[src/rtl/vid_pkg.sv]
// Shared types and helpers for the video timing generator.
// Holds the per-axis timing fields, the FSM states and the pixel width.
package vid_pkg;

  localparam int PIX_W = 8;
  localparam int CNT_W = 16;

  typedef enum logic {
    ST_IDLE = 1'b0,
    ST_RUN  = 1'b1
  } state_t;

  typedef struct packed {
    logic [CNT_W-1:0] total;
    logic [CNT_W-1:0] active;
    logic [CNT_W-1:0] sync_start;
    logic [CNT_W-1:0] sync_end;
  } timing_t;

  // Split a {total,active} / {sync_end,sync_start} register pair
  function automatic timing_t f_unpack(
    input logic [31:0] i_r1,
    input logic [31:0] i_r2
  );
    timing_t t;
    t.total      = i_r1[31:16];
    t.active     = i_r1[15:0];
    t.sync_end   = i_r2[31:16];
    t.sync_start = i_r2[15:0];
    return t;
  endfunction

  // Active region, with an oversized active field clamped to total
  function automatic logic f_in_active(
    input logic [CNT_W-1:0] i_cnt,
    input timing_t          i_t
  );
    logic [CNT_W-1:0] lim;
    lim = (i_t.active > i_t.total) ? i_t.total : i_t.active;
    return i_cnt < lim;
  endfunction

  // Sync window [start,end); an empty window never asserts
  function automatic logic f_in_sync(
    input logic [CNT_W-1:0] i_cnt,
    input timing_t          i_t
  );
    return (i_cnt >= i_t.sync_start) && (i_cnt < i_t.sync_end);
  endfunction

endpackage

[src/rtl/vid_wrap_cnt.sv]
// 16-bit wrapping counter used for both the pixel and the line count.
// o_wrap flags the advancing cycle in which the count returns to zero.
module vid_wrap_cnt
  import vid_pkg::*;
(
  input  logic             clk,
  input  logic             reset,
  input  logic             i_clr,
  input  logic             i_en,
  input  logic [CNT_W-1:0] i_max,
  output logic [CNT_W-1:0] o_cnt,
  output logic             o_wrap
);

  logic [CNT_W-1:0] r_cnt;

  assign o_wrap = i_en && (r_cnt >= i_max);
  assign o_cnt  = r_cnt;

  // Count up when enabled, wrap to zero at i_max, clear on request
  always_ff @(posedge clk or posedge reset) begin
    if (reset) begin
      r_cnt <= '0;
    end else if (i_clr) begin
      r_cnt <= '0;
    end else if (i_en) begin
      r_cnt <= o_wrap ? '0 : r_cnt + 16'd1;
    end
  end

endmodule

[src/rtl/vid_timing.sv]
// Video timing generator: raster counters, sync/blank and pixel output.
// Timing registers are shadowed at run start and at every frame wrap.
module vid_timing
  import vid_pkg::*;
(
  input  logic               clk,
  input  logic               reset,
  input  logic               enable,
  input  logic [31:0]        h1,
  input  logic [31:0]        h2,
  input  logic [31:0]        v1,
  input  logic [31:0]        v2,
  input  logic [3*PIX_W-1:0] fifo_data,
  input  logic               fifo_empty,
  output logic               fifo_rd,
  output logic               hsync,
  output logic               hblank,
  output logic               vsync,
  output logic               vblank,
  output logic [PIX_W-1:0]   R,
  output logic [PIX_W-1:0]   G,
  output logic [PIX_W-1:0]   B,
  output logic               frame_start,
  output logic               underflow
);

  state_t  r_state;
  timing_t r_h;
  timing_t r_v;

  logic             r_hsync;
  logic             r_hblank;
  logic             r_vsync;
  logic             r_vblank;
  logic [3*PIX_W-1:0] r_rgb;
  logic             r_frame_start;
  logic             r_underflow;

  timing_t          w_h_in;
  timing_t          w_v_in;
  logic             w_cfg_ok;
  logic             w_run;
  logic             w_active;
  logic [CNT_W-1:0] w_hcnt;
  logic [CNT_W-1:0] w_vcnt;
  logic             w_hwrap;
  logic             w_vwrap;

  assign w_h_in   = f_unpack(h1, h2);
  assign w_v_in   = f_unpack(v1, v2);
  assign w_cfg_ok = (w_h_in.total >= 16'd2) && (w_v_in.total >= 16'd2);

  // Dropping enable in RUN takes effect at the very next edge
  assign w_run    = (r_state == ST_RUN) && enable;
  assign w_active = f_in_active(w_hcnt, r_h) && f_in_active(w_vcnt, r_v);
  assign fifo_rd  = (r_state == ST_RUN) && w_active && !fifo_empty;

  vid_wrap_cnt u_hcnt (
    .clk    (clk),
    .reset  (reset),
    .i_clr  (!w_run),
    .i_en   (w_run),
    .i_max  (r_h.total - 16'd1),
    .o_cnt  (w_hcnt),
    .o_wrap (w_hwrap)
  );

  vid_wrap_cnt u_vcnt (
    .clk    (clk),
    .reset  (reset),
    .i_clr  (!w_run),
    .i_en   (w_run && w_hwrap),
    .i_max  (r_v.total - 16'd1),
    .o_cnt  (w_vcnt),
    .o_wrap (w_vwrap)
  );

  // Run/idle control and shadow reload at start and frame wrap
  always_ff @(posedge clk or posedge reset) begin
    if (reset) begin
      r_state <= ST_IDLE;
      r_h     <= '0;
      r_v     <= '0;
    end else begin
      unique case (r_state)
        ST_IDLE: begin
          if (enable && w_cfg_ok) begin
            r_state <= ST_RUN;
            r_h     <= w_h_in;
            r_v     <= w_v_in;
          end
        end
        ST_RUN: begin
          if (!enable) begin
            r_state <= ST_IDLE;
          end else if (w_vwrap) begin
            if (w_cfg_ok) begin
              r_h <= w_h_in;
              r_v <= w_v_in;
            end else begin
              r_state <= ST_IDLE;
            end
          end
        end
        default: r_state <= ST_IDLE;
      endcase
    end
  end

  // Registered timing and pixel outputs, one cycle behind the counters
  always_ff @(posedge clk or posedge reset) begin
    if (reset) begin
      r_hsync       <= 1'b0;
      r_hblank      <= 1'b1;
      r_vsync       <= 1'b0;
      r_vblank      <= 1'b1;
      r_rgb         <= '0;
      r_frame_start <= 1'b0;
      r_underflow   <= 1'b0;
    end else if (!w_run) begin
      r_hsync       <= 1'b0;
      r_hblank      <= 1'b1;
      r_vsync       <= 1'b0;
      r_vblank      <= 1'b1;
      r_rgb         <= '0;
      r_frame_start <= 1'b0;
      r_underflow   <= 1'b0;
    end else begin
      r_hsync       <= f_in_sync(w_hcnt, r_h);
      r_hblank      <= !f_in_active(w_hcnt, r_h);
      r_vsync       <= f_in_sync(w_vcnt, r_v);
      r_vblank      <= !f_in_active(w_vcnt, r_v);
      r_frame_start <= (w_hcnt == '0) && (w_vcnt == '0);
      r_rgb         <= (w_active && !fifo_empty) ? fifo_data : '0;
      if (w_active && fifo_empty) begin
        r_underflow <= 1'b1;
      end
    end
  end

  assign hsync       = r_hsync;
  assign hblank      = r_hblank;
  assign vsync       = r_vsync;
  assign vblank      = r_vblank;
  assign R           = r_rgb[3*PIX_W-1:2*PIX_W];
  assign G           = r_rgb[2*PIX_W-1:PIX_W];
  assign B           = r_rgb[PIX_W-1:0];
  assign frame_start = r_frame_start;
  assign underflow   = r_underflow;

endmodule

[config.mk]
export PLATFORM = sky130hd
export DESIGN_NAME = vid_timing
export DESIGN_NICKNAME = d
export VERILOG_FILES = /design/src/rtl/vid_pkg.sv /design/src/rtl/vid_wrap_cnt.sv /design/src/rtl/vid_timing.sv
export SDC_FILE = /design/constraint.sdc
export NUM_CORES = 1
export LEC_CHECK = 0
export BUFFER_PORTS_ARGS = -buffer_cell sky130_fd_sc_hd__buf_2
export CAP_MARGIN = 0
export CELL_PAD_IN_SITES_DETAIL_PLACEMENT = 1
export CELL_PAD_IN_SITES_GLOBAL_PLACEMENT = 1
export CORE_MARGIN = 3
export CORE_UTILIZATION = 45
export DETAILED_ROUTE_END_ITERATION = 10
export PLACE_DENSITY = 0.81
export SYNTH_ARGS = -nofsm -noshare
export SYNTH_HDL_FRONTEND = slang
export SYNTH_SLANG_ARGS = --single-unit
export TNS_END_PERCENT = 20
[constraint.sdc]
create_clock -name clk -period 6.7 [get_ports clk]
set_clock_uncertainty 0.05 [all_clocks]
set_input_delay 0.67 -clock clk [delete_from_list [all_inputs] [get_ports clk]]
set_output_delay 0.67 -clock clk [all_outputs]
set_load 0.02 [all_outputs]
After elaboration in Yosys (flattened, before gate mapping)
Cells that the tools add are included.

word-level totals
  output and inout bits = 31
  bits of input ports = 156
  logic and storage cells = 92
  bits in registers = 191

cells by class
  muxes and demuxes = 31
  bitwise gates (word level) = 1
  reduce and logical (&&, ||, !) cells = 20
  eq/ne operators = 6
  add/sub/neg operators = 4
  order comparisons = 12

operator list
  cell                     number
  $mux W64                 8
  $pmux W64 S2             2
  $mux W16                 7
  $ge A16 B16 Y1           4
  $lt A16 B16 Y1           4
  $mux W24                 2
  $add A16 B1 Y16 const B  2
  $ge A16 B2 Y1 const B    2
  $gt A16 B16 Y1           2
  $logic_not A16 Y1        2
  $sub A16 B1 Y16 const B  2
  $logic_and A1 B1 Y1      14
  $mux W1                  11
  $ne A2 B1 Y1 const B     3
  $ne A2 B2 Y1 const B     3
  $reduce_and A4 Y1        1
  $logic_not A1 Y1         3
  $pmux W1 S2              1
  $not A1 Y1               1

Logic depth before layout (Yosys ltp)
  depth after elaboration = 8
  depth in mapped cells = 20

Modules after synthesis
From an unflattened synthesis, not the netlist that was laid out.

unflattened totals
  cells, all modules = 1245
  area, all modules = 12590.8 um^2

by module, submodules not included
  module                 cells an instance  instances  area an instance (um^2)
  vid_timing             919                1          9858.2
  vid_wrap_cnt (u_hcnt)  171                1          1436.4
  vid_wrap_cnt (u_vcnt)  155                1          1296.2

Least setup slack after synthesis
Ideal clock, no wire load.

  kind = reg2out
  from = reg r_v[62] in the netlist's numbering
  to = out fifo_rd
  data required time = 5.980 ns
  stages on the path, launching flop included = 19
  arrival time = 4.004 ns
  path buffers = 2
  setup slack = 1.976 ns
  cells stage by stage = dfrtp_1 inv_1 ha_1 nand4_1 nor4_1 inv_1 nand2_1 clkbuf_1 nor2_1 a21oi_1 ha_1 a21o_1 a21o_1 a211oi_2 o21ai_1 a221o_1 a311o_1 buf_2 nor4b_2

between the ends
  cells in the longest elaborated chain, start to end = 6

RTL lines
  element                             RTL line          text
  start: declaration                  vid_timing.sv:29  timing_t r_v;
  start signal: assignment            vid_timing.sv:90  r_v <= w_v_in;
  start signal: assignment            vid_timing.sv:99  r_v <= w_v_in;
  $gt A16 B16 Y1                      vid_pkg.sv:39     lim = (i_t.active > i_t.total) ? i_t.total : i_t.active;
  $mux W16 *                          vid_pkg.sv:39
  $lt A16 B16 Y1 *                    vid_pkg.sv:40     return i_cnt < lim;
  $logic_and A1 B1 Y1 *               vid_timing.sv:55  assign w_active = f_in_active(w_hcnt, r_h) && f_in_active(w_vcnt, r_v);
  $logic_and A1 B1 Y1 * (2 in a row)  vid_timing.sv:56  assign fifo_rd = (r_state == ST_RUN) && w_active && !fifo_empty;
  end: declaration                    vid_timing.sv:15  output logic fifo_rd,

Mark *: on every way between the ends. The rest lies on a longest branch, timed or not.

Final worst setup path
Ends and elaborated chain as after synthesis.

==> results.ini <==
[worst_setup_path]
cp_top_family=simple AND/OR/NAND/NOR gates
crit_chain=inv_1 > ha_1 > nand4_1 > nor4_1 > inv_1 > nand2_1 > nor2_1 > a21oi_1 > ha_1 > a21o_1 > a21o_1 > a211oi_2 > o21ai_1 > a221o_1 > a311o_1 > buf_4 > nor4b_2 > buf_2
r2r_slack_ns=1.64
cp-end-kind=output pin
r2r_cells=14
cp_slowest_cell=nand2_1
rr_endpoint=underflow$_DFFE_PP0P_
worstReg2RegStart=r_h[54]$_DFFE_PP0P_
cp_data_arrival_time_ns=5.43
crit_type=flop to output pin
slowest_delay_ns=0.75
path_buf_inv=4
cp-start-kind=flop
crit_required_ns=5.98
path_max_fanout=30

[min_path]
hold_path_class=input pin to async pin

[global_route]
grt_max_degree=116
grt_use_total=0.231
grt_pass1_vias=10400
antenna_found_initial=1
grt_pass1_wl_um=56000
overflow=0

[clock_tree]
cts_made_buffers=17
path_clk_slew_ns=0.08
htree_levels=4
clockBufferDepth=2
cts_tree=done
hold_buffers=0
clock_latency_ns=0.45
post_cts_buffers=0
cts_resized=0
cts-root-buf=clkbuf_16
cts_sinks=191

[floorplan]
dieArea_um2=30600
start_util=0.459
fp.dieH_um=175
row_count=61
core-area_um2=27900
die_x_um=175
io_pins=187

[logic_synthesis]
synth_edf_count=0
ys_ff_latch=191
syn_area_um2=12800
synth_area_per_cell_um2=10.9
synth_largest_area_cell=dfrtp_1
synth.most_common_cell=dfrtp_1
yosys_warnings=0
syn_inst=1175
synth_cell_types=65
yosys-top-cells-area=dfrtp_1 (37%), ha_1 (16%), mux2_4 (14%)
async_flop_share=1.00
synth_top_area_share=0.369
synthesis.nets=1493
post_synth_most_frequent_cells=dfrtp_1 (189), ha_1 (162), mux2_4 (120), inv_1 (108), nor2_1 (80)
synth_flop_cell=dfrtp_1
ys_seq_area_frac=0.373

[power_and_ir_drop]
ir_drop_mv=0.168
power_density_nw_per_um2=244
total_power_mw=3.56
p_leak_nw=7.53

[detailed_routing]
drt-initial-drc-count=346
drt_pre_antenna_iters=4
postRouteWirelength_um=35100
vias=9642
via_per_inst=5.52
drc=0
ant_nets=0
wl_per_cell_um=20.1

[placed_design]
place_hpwl_um=26100
numPortBuffers=186
routabilityCongestion=0.860

[timing]
grt_setup_unrepaired=false
hold_viol_final=0
tightest_slew_ns=1.26
finalCritPeriodShare=0.918
setup_viol=0
slew_violations=0
fmax_mhz=163
fin_setup_tns_ns=0
period_needed_ns=6.15
slew_headroom=0.156

[cells_and_area]
syn2layout_area_growth_pct=13.4
layout.nets=1674
post_route_cells_drive_above_1_share=0.266

[run_status]
status=finished, final reports clean

[job]
maxCapViolCount=0

-- layout make-up --
class / instances / area (um^2)
Antenna cell: 1 / 2.50
Clock buffer: 17 / 425
Clock inverter: 14 / 149
Fill cell: 3132 / 13400
Inverter: 108 / 413
Multi-Input combinational cell: 844 / 7300
Sequential cell: 191 / 4780
Tap cell: 378 / 473
Timing Repair Buffer: 194 / 1000
-- sequential cells by signal, summed over array words and instances, names as in the netlist --
| name | count |
|---|---|
| r_v | 64 |
| vblank | 1 |
| r_rgb | 24 |
| vsync | 1 |
| frame_start | 1 |
| hblank | 1 |
| r_state | 1 |
| u_vcnt.o_cnt | 16 |
| hsync | 1 |
| r_h | 64 |
| u_hcnt.o_cnt | 16 |
| underflow | 1 |
-- cell families after synthesis --
logic type | synth area share
AOI/OAI and AO/OA | 0.0967
xor gates and xnor gates | 0.0300
adders and majority gates | 0.158
buffers and inverters | 0.0590
DFF | 0.373
muxes | 0.160
and+or+nand+nor | 0.124
-- worst max-delay path by stage --
stage | slack (ns) | end | start | cells after the start
after global routing | 0.19 | fifo_rd | r_v[58]$_DFFE_PP0P_ | 18
after detailed placement | 1.15 | fifo_rd | r_v[62]$_DFFE_PP0P_ | 18
after global placement | 1.32 | fifo_rd | r_v[62]$_DFFE_PP0P_ | 18
after floorplan | 0.78 | frame_start$_DFF_PP0_ | reset | 1
final | 0.55 | fifo_rd | r_v[62]$_DFFE_PP0P_ | 18
after CTS | 0.61 | fifo_rd | r_v[62]$_DFFE_PP0P_ | 18
-- stage by stage --
stage               area [um^2]  utilization  hold slack, ns  setup slack (ns)  std cells
floorplan                 12800            -           0.432             0.784       1175
global placement          14000        0.500           0.445              1.32       1715
detailed placement        14000        0.500           0.445              1.15       1715
CTS                       14600        0.521           0.370             0.609       1746
global route              14600        0.521           0.375             0.191       1747
finish                    14600        0.521           0.336             0.551       1747
-- per-layer routing --
metal / GRT usage / vias up / routed length (um)
met4: 0.0572 / 0 / 587
li1: - / 4578 / -
met2: 0.426 / 175 / 18500
met1: 0.282 / 4846 / 14800
met5: 0 / - / 0
met3: 0.0350 / 43 / 1210
-- report_power, final --
group          switching [mW]  internal [mW]  leakage (nW)
clock network           0.499          0.526         0.277
registers               0.146           1.31          2.37
logic                   0.549          0.528          4.88
-- layout by cell type, fill, tap and decap left out, types with 3 or more instances in the layout --
master,netlist,final
nand4_1,30,30
nand3_1,52,52
nor4_1,29,29
xor2_1,9,9
o21ai_1,7,7
a31oi_1,3,3
a21oi_1,59,59
clkinv_4,0,3
mux2_4,120,120
nor3_1,18,18
nand2b_1,13,13
o21ai_0,24,24
dfrtp_1,189,189
inv_8,0,4
ha_1,162,162
a2111oi_0,6,6
mux2i_1,16,16
xnor2_1,35,35
and2_1,3,3
clkbuf_16,0,17
mux2_1,8,8
o211ai_1,8,8
and3_1,12,12
inv_1,108,107
buf_4,0,7
nand2_1,45,45
nor3_2,4,3
a21o_1,44,44
inv_6,0,5
buf_2,6,186
a211oi_2,3,3
a211oi_1,3,3
a211o_1,3,3
or3_1,5,5
o21a_1,3,3
nor2b_1,5,5
nor2_1,80,80
Note: power is estimated with default switching activity, not from simulation.
